--- config.mk ---
export PLATFORM = sky130hd
export DESIGN_NAME = uart_word_tx
export DESIGN_NICKNAME = d
export VERILOG_FILES = /design/src/rtl/uart_word_tx.sv
export SDC_FILE = /design/constraint.sdc
export NUM_CORES = 1
export LEC_CHECK = 0
export ABC_CLOCK_PERIOD_IN_PS = 4050
export CAP_MARGIN = 20
export CORE_AREA = 2 2 195 197
export CTS_BUF_LIST = sky130_fd_sc_hd__clkbuf_4 sky130_fd_sc_hd__clkbuf_8
export CTS_CLUSTER_SIZE = 28
export DETAILED_ROUTE_END_ITERATION = 8
export DIE_AREA = 0 0 197 199
export GPL_TIMING_DRIVEN = 0
export PLACE_DENSITY = 0.8
export SLEW_MARGIN = 20
export SYNTH_ARGS = -nofsm -noshare
export SYNTH_HDL_FRONTEND = slang
export SYNTH_SLANG_ARGS = --single-unit
--- constraint.sdc ---
create_clock -name clk -period 4.05 [get_ports clk]
set_clock_uncertainty 0.1 [all_clocks]
set_input_delay 1.215 -clock clk [delete_from_list [all_inputs] [get_ports clk]]
set_output_delay 1.215 -clock clk [all_outputs]
set_load 0.03 [all_outputs]
--- src/rtl/uart_word_tx.sv ---
// Word-to-UART transmitter: queues 32-bit words and sends each as eight 8N1 bytes,
// one nibble per byte, low nibble first (same framing as the host loader).
module uart_word_tx #(
  parameter int CLKS_PER_BIT = 868,
  parameter int FIFO_DEPTH   = 16
) (
  input  logic        clk,
  input  logic        reset,
  input  logic [31:0] word_in,
  input  logic        word_valid,
  output logic        word_ready,
  output logic        tx,
  output logic        tx_busy,
  output logic [15:0] words_sent
);

  localparam int PTR_W  = $clog2(FIFO_DEPTH);
  localparam int CNT_W  = PTR_W + 1;
  localparam int BAUD_W = $clog2(CLKS_PER_BIT);
  localparam logic [BAUD_W-1:0] BAUD_LAST = BAUD_W'(CLKS_PER_BIT - 1);
  localparam logic [CNT_W-1:0]  FIFO_FULL = CNT_W'(FIFO_DEPTH);

  typedef enum logic [1:0] {IDLE, START, DATA, STOP} state_t;

  state_t             r_state;
  state_t             w_nextState;
  logic [31:0]        r_mem [FIFO_DEPTH];
  logic [PTR_W-1:0]   r_wrPtr;
  logic [PTR_W-1:0]   r_rdPtr;
  logic [CNT_W-1:0]   r_count;
  logic [CNT_W-1:0]   w_countNext;
  logic               r_wordReady;
  logic [31:0]        r_shift;
  logic [7:0]         r_byte;
  logic [2:0]         r_byteIdx;
  logic [2:0]         r_bitIdx;
  logic [BAUD_W-1:0]  r_baudCnt;
  logic               r_tx;
  logic [15:0]        r_wordsSent;
  logic               w_push;
  logic               w_pop;
  logic               w_baudDone;

  assign w_push     = word_valid && r_wordReady;
  assign w_pop      = (r_state == IDLE) && (r_count != '0);
  assign w_baudDone = (r_baudCnt == BAUD_LAST);

  assign word_ready = r_wordReady;
  assign tx         = r_tx;
  assign tx_busy    = (r_state != IDLE) || (r_count != '0);
  assign words_sent = r_wordsSent;

  always_comb begin
    w_countNext = r_count;
    case ({w_push, w_pop})
      2'b10:   w_countNext = r_count + 1'b1;
      2'b01:   w_countNext = r_count - 1'b1;
      default: w_countNext = r_count;
    endcase
  end

  always_ff @(posedge clk) begin
    if (w_push) r_mem[r_wrPtr] <= word_in;
  end

  // Ready is registered from the post-edge count, so a pop while full frees a slot one cycle later.
  always_ff @(posedge clk or negedge reset) begin
    if (!reset) begin
      r_wrPtr     <= '0;
      r_rdPtr     <= '0;
      r_count     <= '0;
      r_wordReady <= 1'b1;
    end else begin
      if (w_push) r_wrPtr <= r_wrPtr + 1'b1;
      if (w_pop)  r_rdPtr <= r_rdPtr + 1'b1;
      r_count     <= w_countNext;
      r_wordReady <= (w_countNext != FIFO_FULL);
    end
  end

  always_comb begin
    w_nextState = r_state;
    case (r_state)
      IDLE:  if (r_count != '0) w_nextState = START;
      START: if (w_baudDone) w_nextState = DATA;
      DATA:  if (w_baudDone && (r_bitIdx == 3'd7)) w_nextState = STOP;
      STOP:  if (w_baudDone) w_nextState = (r_byteIdx == 3'd7) ? IDLE : START;
      default: w_nextState = IDLE;
    endcase
  end

  // tx is a flop driven from the current state, so the line lags the FSM by one cycle.
  always_ff @(posedge clk or negedge reset) begin
    if (!reset) begin
      r_state     <= IDLE;
      r_shift     <= '0;
      r_byte      <= '0;
      r_byteIdx   <= '0;
      r_bitIdx    <= '0;
      r_baudCnt   <= '0;
      r_tx        <= 1'b1;
      r_wordsSent <= '0;
    end else begin
      r_state <= w_nextState;

      if (r_state == IDLE || w_baudDone) r_baudCnt <= '0;
      else                               r_baudCnt <= r_baudCnt + 1'b1;

      case (r_state)
        IDLE: begin
          if (w_pop) begin
            r_shift   <= r_mem[r_rdPtr];
            r_byteIdx <= '0;
          end
        end
        START: begin
          if (w_baudDone) begin
            r_byte   <= {4'h0, r_shift[{r_byteIdx, 2'b00} +: 4]};
            r_bitIdx <= '0;
          end
        end
        DATA: begin
          if (w_baudDone) r_bitIdx <= r_bitIdx + 1'b1;
        end
        STOP: begin
          if (w_baudDone) begin
            if (r_byteIdx != 3'd7) r_byteIdx   <= r_byteIdx + 1'b1;
            else                   r_wordsSent <= r_wordsSent + 1'b1;
          end
        end
        default: ;
      endcase

      case (r_state)
        START:   r_tx <= 1'b0;
        DATA:    r_tx <= r_byte[r_bitIdx];
        default: r_tx <= 1'b1;
      endcase
    end
  end

endmodule
; ---- Word level (Yosys, flattened, before mapping)
; Memories as Yosys holds them, arrays and structs flattened. A register that Yosys moved wholly into a read port is not among the register bits.
; Index checks and enable logic that the tools add are counted.
[word_totals]
word_cells = 77
ff_bits = 53
ram_bits = 512
output_inout_bits = 19
in_bits = 35
memories = 1
[memory_table]
columns = memory, depth, width, rd, rd_clocked_by_memory_dff, wr, line_no
row1 = r_mem, 16, 32, 1, 1, 1, 27  ; logic [31:0] r_mem [FIFO_DEPTH];
[classes]
order_cmp = 1
n_eq_ne = 17
shift = 1
bitwise = 1
reduce_logical = 17
n_mux = 20
addsub = 8
[op_table]
columns = cell, n
row1 = indexed part select 32 x 6 -> 4 bit, 1
row2 = "adder 16 x 1 -> 16 bit, second input constant", 1
row3 = 2-to-1 mux 3 bit, 5
row4 = "!= test 2 bit, second input constant", 6
row5 = case mux 3 bit (2 select lines), 2
row6 = "adder 10 x 1 -> 10 bit, second input constant", 1
row7 = "equality test 10 bit, second input constant", 1
row8 = 2-to-1 mux 10 bit, 1
row9 = case mux 5 bit (2 select lines), 1
row10 = "adder 4 x 1 -> 4 bit, second input constant", 2
row11 = 2-to-1 mux 2 bit, 4
row12 = case mux 2 bit (4 select lines), 1
row13 = AND reduction 4 bit, 2
row14 = "adder 3 x 1 -> 3 bit, second input constant", 2
row15 = "equality test 2 bit, second input constant", 3
row16 = "equality test 3 bit, second input constant", 2
row17 = AND reduction 3 bit, 2
row18 = nonzero test 2 bit, 3
row19 = "adder 5 x 1 -> 5 bit, second input constant", 1
row20 = "!= test 5 bit, second input constant", 1
row21 = nonzero test 5 bit, 1
row22 = "subtractor 5 x 1 -> 5 bit, second input constant", 1
row23 = "equality test 2 x 1 -> 1 bit, second input constant", 2
row24 = "< comparator 3 x 4 -> 1 bit, second input constant", 1
row25 = other kinds (11), 18

; ---- Depth between registers and ports, before layout
[depth]
ltp_word = 5
ltp_mapped = 14
ltp_nobuf = 11

; ---- Worst setup path before layout
; OpenSTA, ideal clock, no wires.
[synth_path]
path_type = input-to-reg
start = input port word_valid
end = memory r_mem[3][0], enable pin
path_stages = 4
t_arrival_ps = 3844
n_path_buf = 1
path_slack_ps = -355
cell_sequence = and2_1 > buf_2 > nand2_1 > nor3_1
[synth_between]
elab_chain_cells = 3
[synth_rtl]
columns = item, line_no
row1 = from (decl), 10  ; input logic word_valid,
row2 = logical AND 1 bit, 44  ; assign w_push = word_valid && r_wordReady;
row3 = 2-to-1 mux 1 bit, 63  ; if (w_push) r_mem[r_wrPtr] <= word_in;
row4 = 2-to-1 mux 1 bit (implied by the code), 63
row5 = to (decl), 27
; No other way between the ends.

; ---- Final worst setup path
[layout_path]
start = register r_state[0]
end = output port tx_busy
[layout_between]
elab_chain_cells = 2
[layout_rtl]
columns = item, line_no
row1 = from (decl), 25  ; state_t r_state;
row2 = from (signal assigned), 104  ; r_state <= w_nextState;
row3 = nonzero test 2 bit, 50  ; assign tx_busy = (r_state != IDLE) || (r_count != '0);
row4 = logical OR 1 bit, 50
row5 = to (decl), 13  ; output logic tx_busy,
; No other way between the ends.

==> impl_metrics.env <==
export IMPL_grt_pass1_vias=12096
export IMPL_max_freq_mhz=272
export IMPL_synth_edf_count=512
export IMPL_io_buffers=53
export IMPL_power_density_mw_per_mm2=508
export IMPL_path_cells="inv_1 -> ha_1 -> buf_2 -> nand2_1 -> clkdlybuf4s50_1"
export IMPL_wl_um=49400
export IMPL_status="finished clean"
export IMPL_instances_no_fill=1857
export IMPL_required_ps=2730
export IMPL_final_cell_mix="512 x edfxtp_1, 169 x mux4_2, 129 x nand2_1"
export IMPL_yosys_register_bits=597
export IMPL_ir_worst_vdd_v=0.000326
export IMPL_cts_sinks=597
export IMPL_finalPower_mw=13.7
export IMPL_rows=71
export IMPL_max_stage_delay_ps=690
export IMPL_min_path_cells=1
export IMPL_syn_inst=1137
export IMPL_critical_path_slowest_cell="clkdlybuf4s50_1"
export IMPL_clk_pin_slew_ps=60
export IMPL_synth_area_mm2=0.0234
export IMPL_grt_pass1_wl_um=73800
export IMPL_fp_dieH_um=199
export IMPL_remaining_drc_errors=0
export IMPL_end_kind="output pin"
export IMPL_highest_layer="met4"
export IMPL_gr_total_overflow=0
export IMPL_diodes=0
export IMPL_ios=54
export IMPL_met1_length_um=19200
export IMPL_relSlewSlack=0.331
export IMPL_period_minus_slack_ps=3680
export IMPL_finalCritPeriodShare=0.908
export IMPL_path_class="reg -> out"
export IMPL_post_dp_cell_area_mm2=0.0252
export IMPL_regArea_mm2=0.0175
export IMPL_grt_antenna_before_repair=0
export IMPL_min_from="words_sent[15]$_DFFE_PN0P_"
export IMPL_clockRootBuffer="clkbuf_8"
export IMPL_drive_above_1_share=0.287
export IMPL_die_area_mm2=0.0392
export IMPL_cts_setup_buffers=0
export IMPL_fin_util=0.729
export IMPL_synth_async_sr_flop_share=0.142
export IMPL_drt_iter0_drc=1343
export IMPL_r2r_start="r_count[1]$_DFF_PN0_"
export IMPL_hold_violations=0
export IMPL_ctsLongestPathBuffers=3
export IMPL_ys_warn_count=0
export IMPL_startpoint_type="flop"
export IMPL_insertion_delay_ps=660
export IMPL_p_leak_nw=9.24
export IMPL_drt_pass1_iterations=5
export IMPL_worst_slew_pin_slew_ps=1000
export IMPL_setup_viol=0
export IMPL_via_per_inst=6.31
export IMPL_synth_cell_types=45
export IMPL_rrSetupSlack_ps=450
export IMPL_synth_flop_cell="edfxtp_1"
export IMPL_numCtsBuffers=92
export IMPL_cts_tree="done"
export IMPL_dpl_hpwl_um=31500
export IMPL_holdWs_ps=373
export IMPL_stdcell_area_mm2=0.0271
export IMPL_final_common_cell="edfxtp_1"
export IMPL_syn2layout_area_growth_pct=15.7
export IMPL_maxSlewViolCount=0
export IMPL_cp_max_fo=9
export IMPL_min_path_type="reg -> reg"
export IMPL_track_usage=0.266
export IMPL_syn_avg_cell_area_um2=20.6
export IMPL_multi_input_area_mm2=0.00566
export IMPL_start_util=0.630
export IMPL_dr_wl_met2_um=25100
export IMPL_die_x_um=197
export IMPL_r2r_end="word_ready$_DFF_PN1_"
export IMPL_grt_max_degree=61
export IMPL_fillers=2063
export IMPL_gp_congestion=0.793
export IMPL_arrival_ps=2360
export IMPL_avgRoutedWirePerCell_um=26.6
export IMPL_h_tree_depth=3
export IMPL_yosysSeqAreaShare=0.749
export IMPL_syn_num_nets=1189
export IMPL_fin_nets=1363
export IMPL_antenna_left=0
export IMPL_wl_met3_um=3890
export IMPL_cap_violations=0
export IMPL_dp_cells=1693
export IMPL_vias=11713
export IMPL_grt_setup_unrepaired="false"
export IMPL_floorplan_core_area_mm2=0.0371
export IMPL_r2r_cells=11
export IMPL_whs_endpoint="words_sent[15]$_DFFE_PN0P_"
[routing by layer]
layer,global-route usage,vias up
li1,-,4928
met1,0.358,6142
met2,0.444,563
met3,0.0536,80
met4,0.0880,0
met5,0,-
[cell families after synthesis]
family | Yosys count | share of synthesized area
AND/OR/NAND/NOR | 211 | 0.0390
adder cells (fa/ha/maj) | 17 | 0.00910
XOR/XNOR | 35 | 0.0131
multiplexers | 176 | 0.166
flip-flops | 597 | 0.749
buffers and inverters | 67 | 0.0149
AO/OA/AOI/OAI | 34 | 0.00915
[state kept, by name, summed over array words and instances (netlist names)]
name	count
word_ready	1
r_baudCnt	10
r_byteIdx	3
tx	1
r_byte	4
r_mem	512
r_wrPtr	4
r_state	2
r_bitIdx	3
words_sent	16
r_shift	32
r_count	5
r_rdPtr	4
[cells in the mapped netlist (2+ instances only)]
cell type    n  area, um2
nand3_1      9       45.0
buf_6       11        124
nand3b_1     2       15.0
mux4_2     169       3810
nor2_1      35        131
a32o_1       2       20.0
mux2_2       3       33.8
a21oi_1      6       30.0
mux2i_1      4       40.0
inv_2        2       7.51
o21ai_0     14       70.1
buf_1        8       30.0
nand2_1    129        484
and2_1       3       18.8
inv_1        9       33.8
a31oi_1      2       12.5
ha_1        17        213
nand2b_1     5       31.3
nand4_1      6       37.5
buf_2       12       60.1
dfrtp_1     83       2080
edfxtp_1   512      15400
and4_1       2       17.5
nor3_1       6       30.0
clkbuf_1    25       93.8
and3_1       6       37.5
o21ai_1      2       10.0
xor2_1      12        105
or3_1        2       12.5
xnor2_1     23        201
dfstp_2      2       52.6
[layout make-up]
| class | count | share of cell area |
|---|---|---|
| plain buffers | 54 | 0.0111 |
| clock buffers | 131 | 0.0595 |
| clock inverters | 35 | 0.00874 |
| inverters | 11 | 0.00153 |
| multi-input cells | 473 | 0.209 |
| flip-flops and latches | 597 | 0.647 |
| well taps | 474 | 0.0219 |
| repair buffers | 82 | 0.0410 |
[worst max-delay path, delay by kind of cell, from the launching register on]
kind / cells / cell delay (ps)
flip-flops: 1 / 440
buffers and inverters: 3 / 950
AND/OR/NAND/NOR: 1 / 130
adder cells (fa/ha/maj): 1 / 190
[metrics by stage]
stage	setup slack [ps]	setup TNS [ps]
finish	373	0
global route	263	0
CTS	66.6	0
detailed placement	-0.209	-0.209
global placement	-1760	-930120
floorplan	501	0
[repair_timing]
| action | 4_1_cts | 5_1_grt |
|---|---|---|
| endpoints found under the setup margin | 0 | 1 |
| resized for setup | 0 | 0 |
| hold buffers | 0 | 0 |
[worst max-delay path by stage]
stage / endpoint / cells past startpoint / startpoint / slack (ps)
after detailed placement: word_ready$_DFF_PN1_ / 10 / word_valid / -0.2
after CTS: word_ready$_DFF_PN1_ / 13 / r_count[1]$_DFF_PN0_ / 70
after floorplan: r_mem[7][0]$_DFFE_PP_ / 4 / word_valid / 500
final: tx_busy / 5 / r_state[0]$_DFFE_PN0P_ / 370
after global routing: word_ready$_DFF_PN1_ / 11 / r_count[1]$_DFF_PN0_ / 260
after global placement: r_mem[15][10]$_DFFE_PP_ / 5 / word_valid / -1760
[power breakdown]
part | switching, mW | internal [mW]
Combinational | 0.846 | 0.488
Sequential | 0.139 | 7.27
Clock | 2.29 | 2.70
No activity file was read; power rests on OpenSTA's default activity.
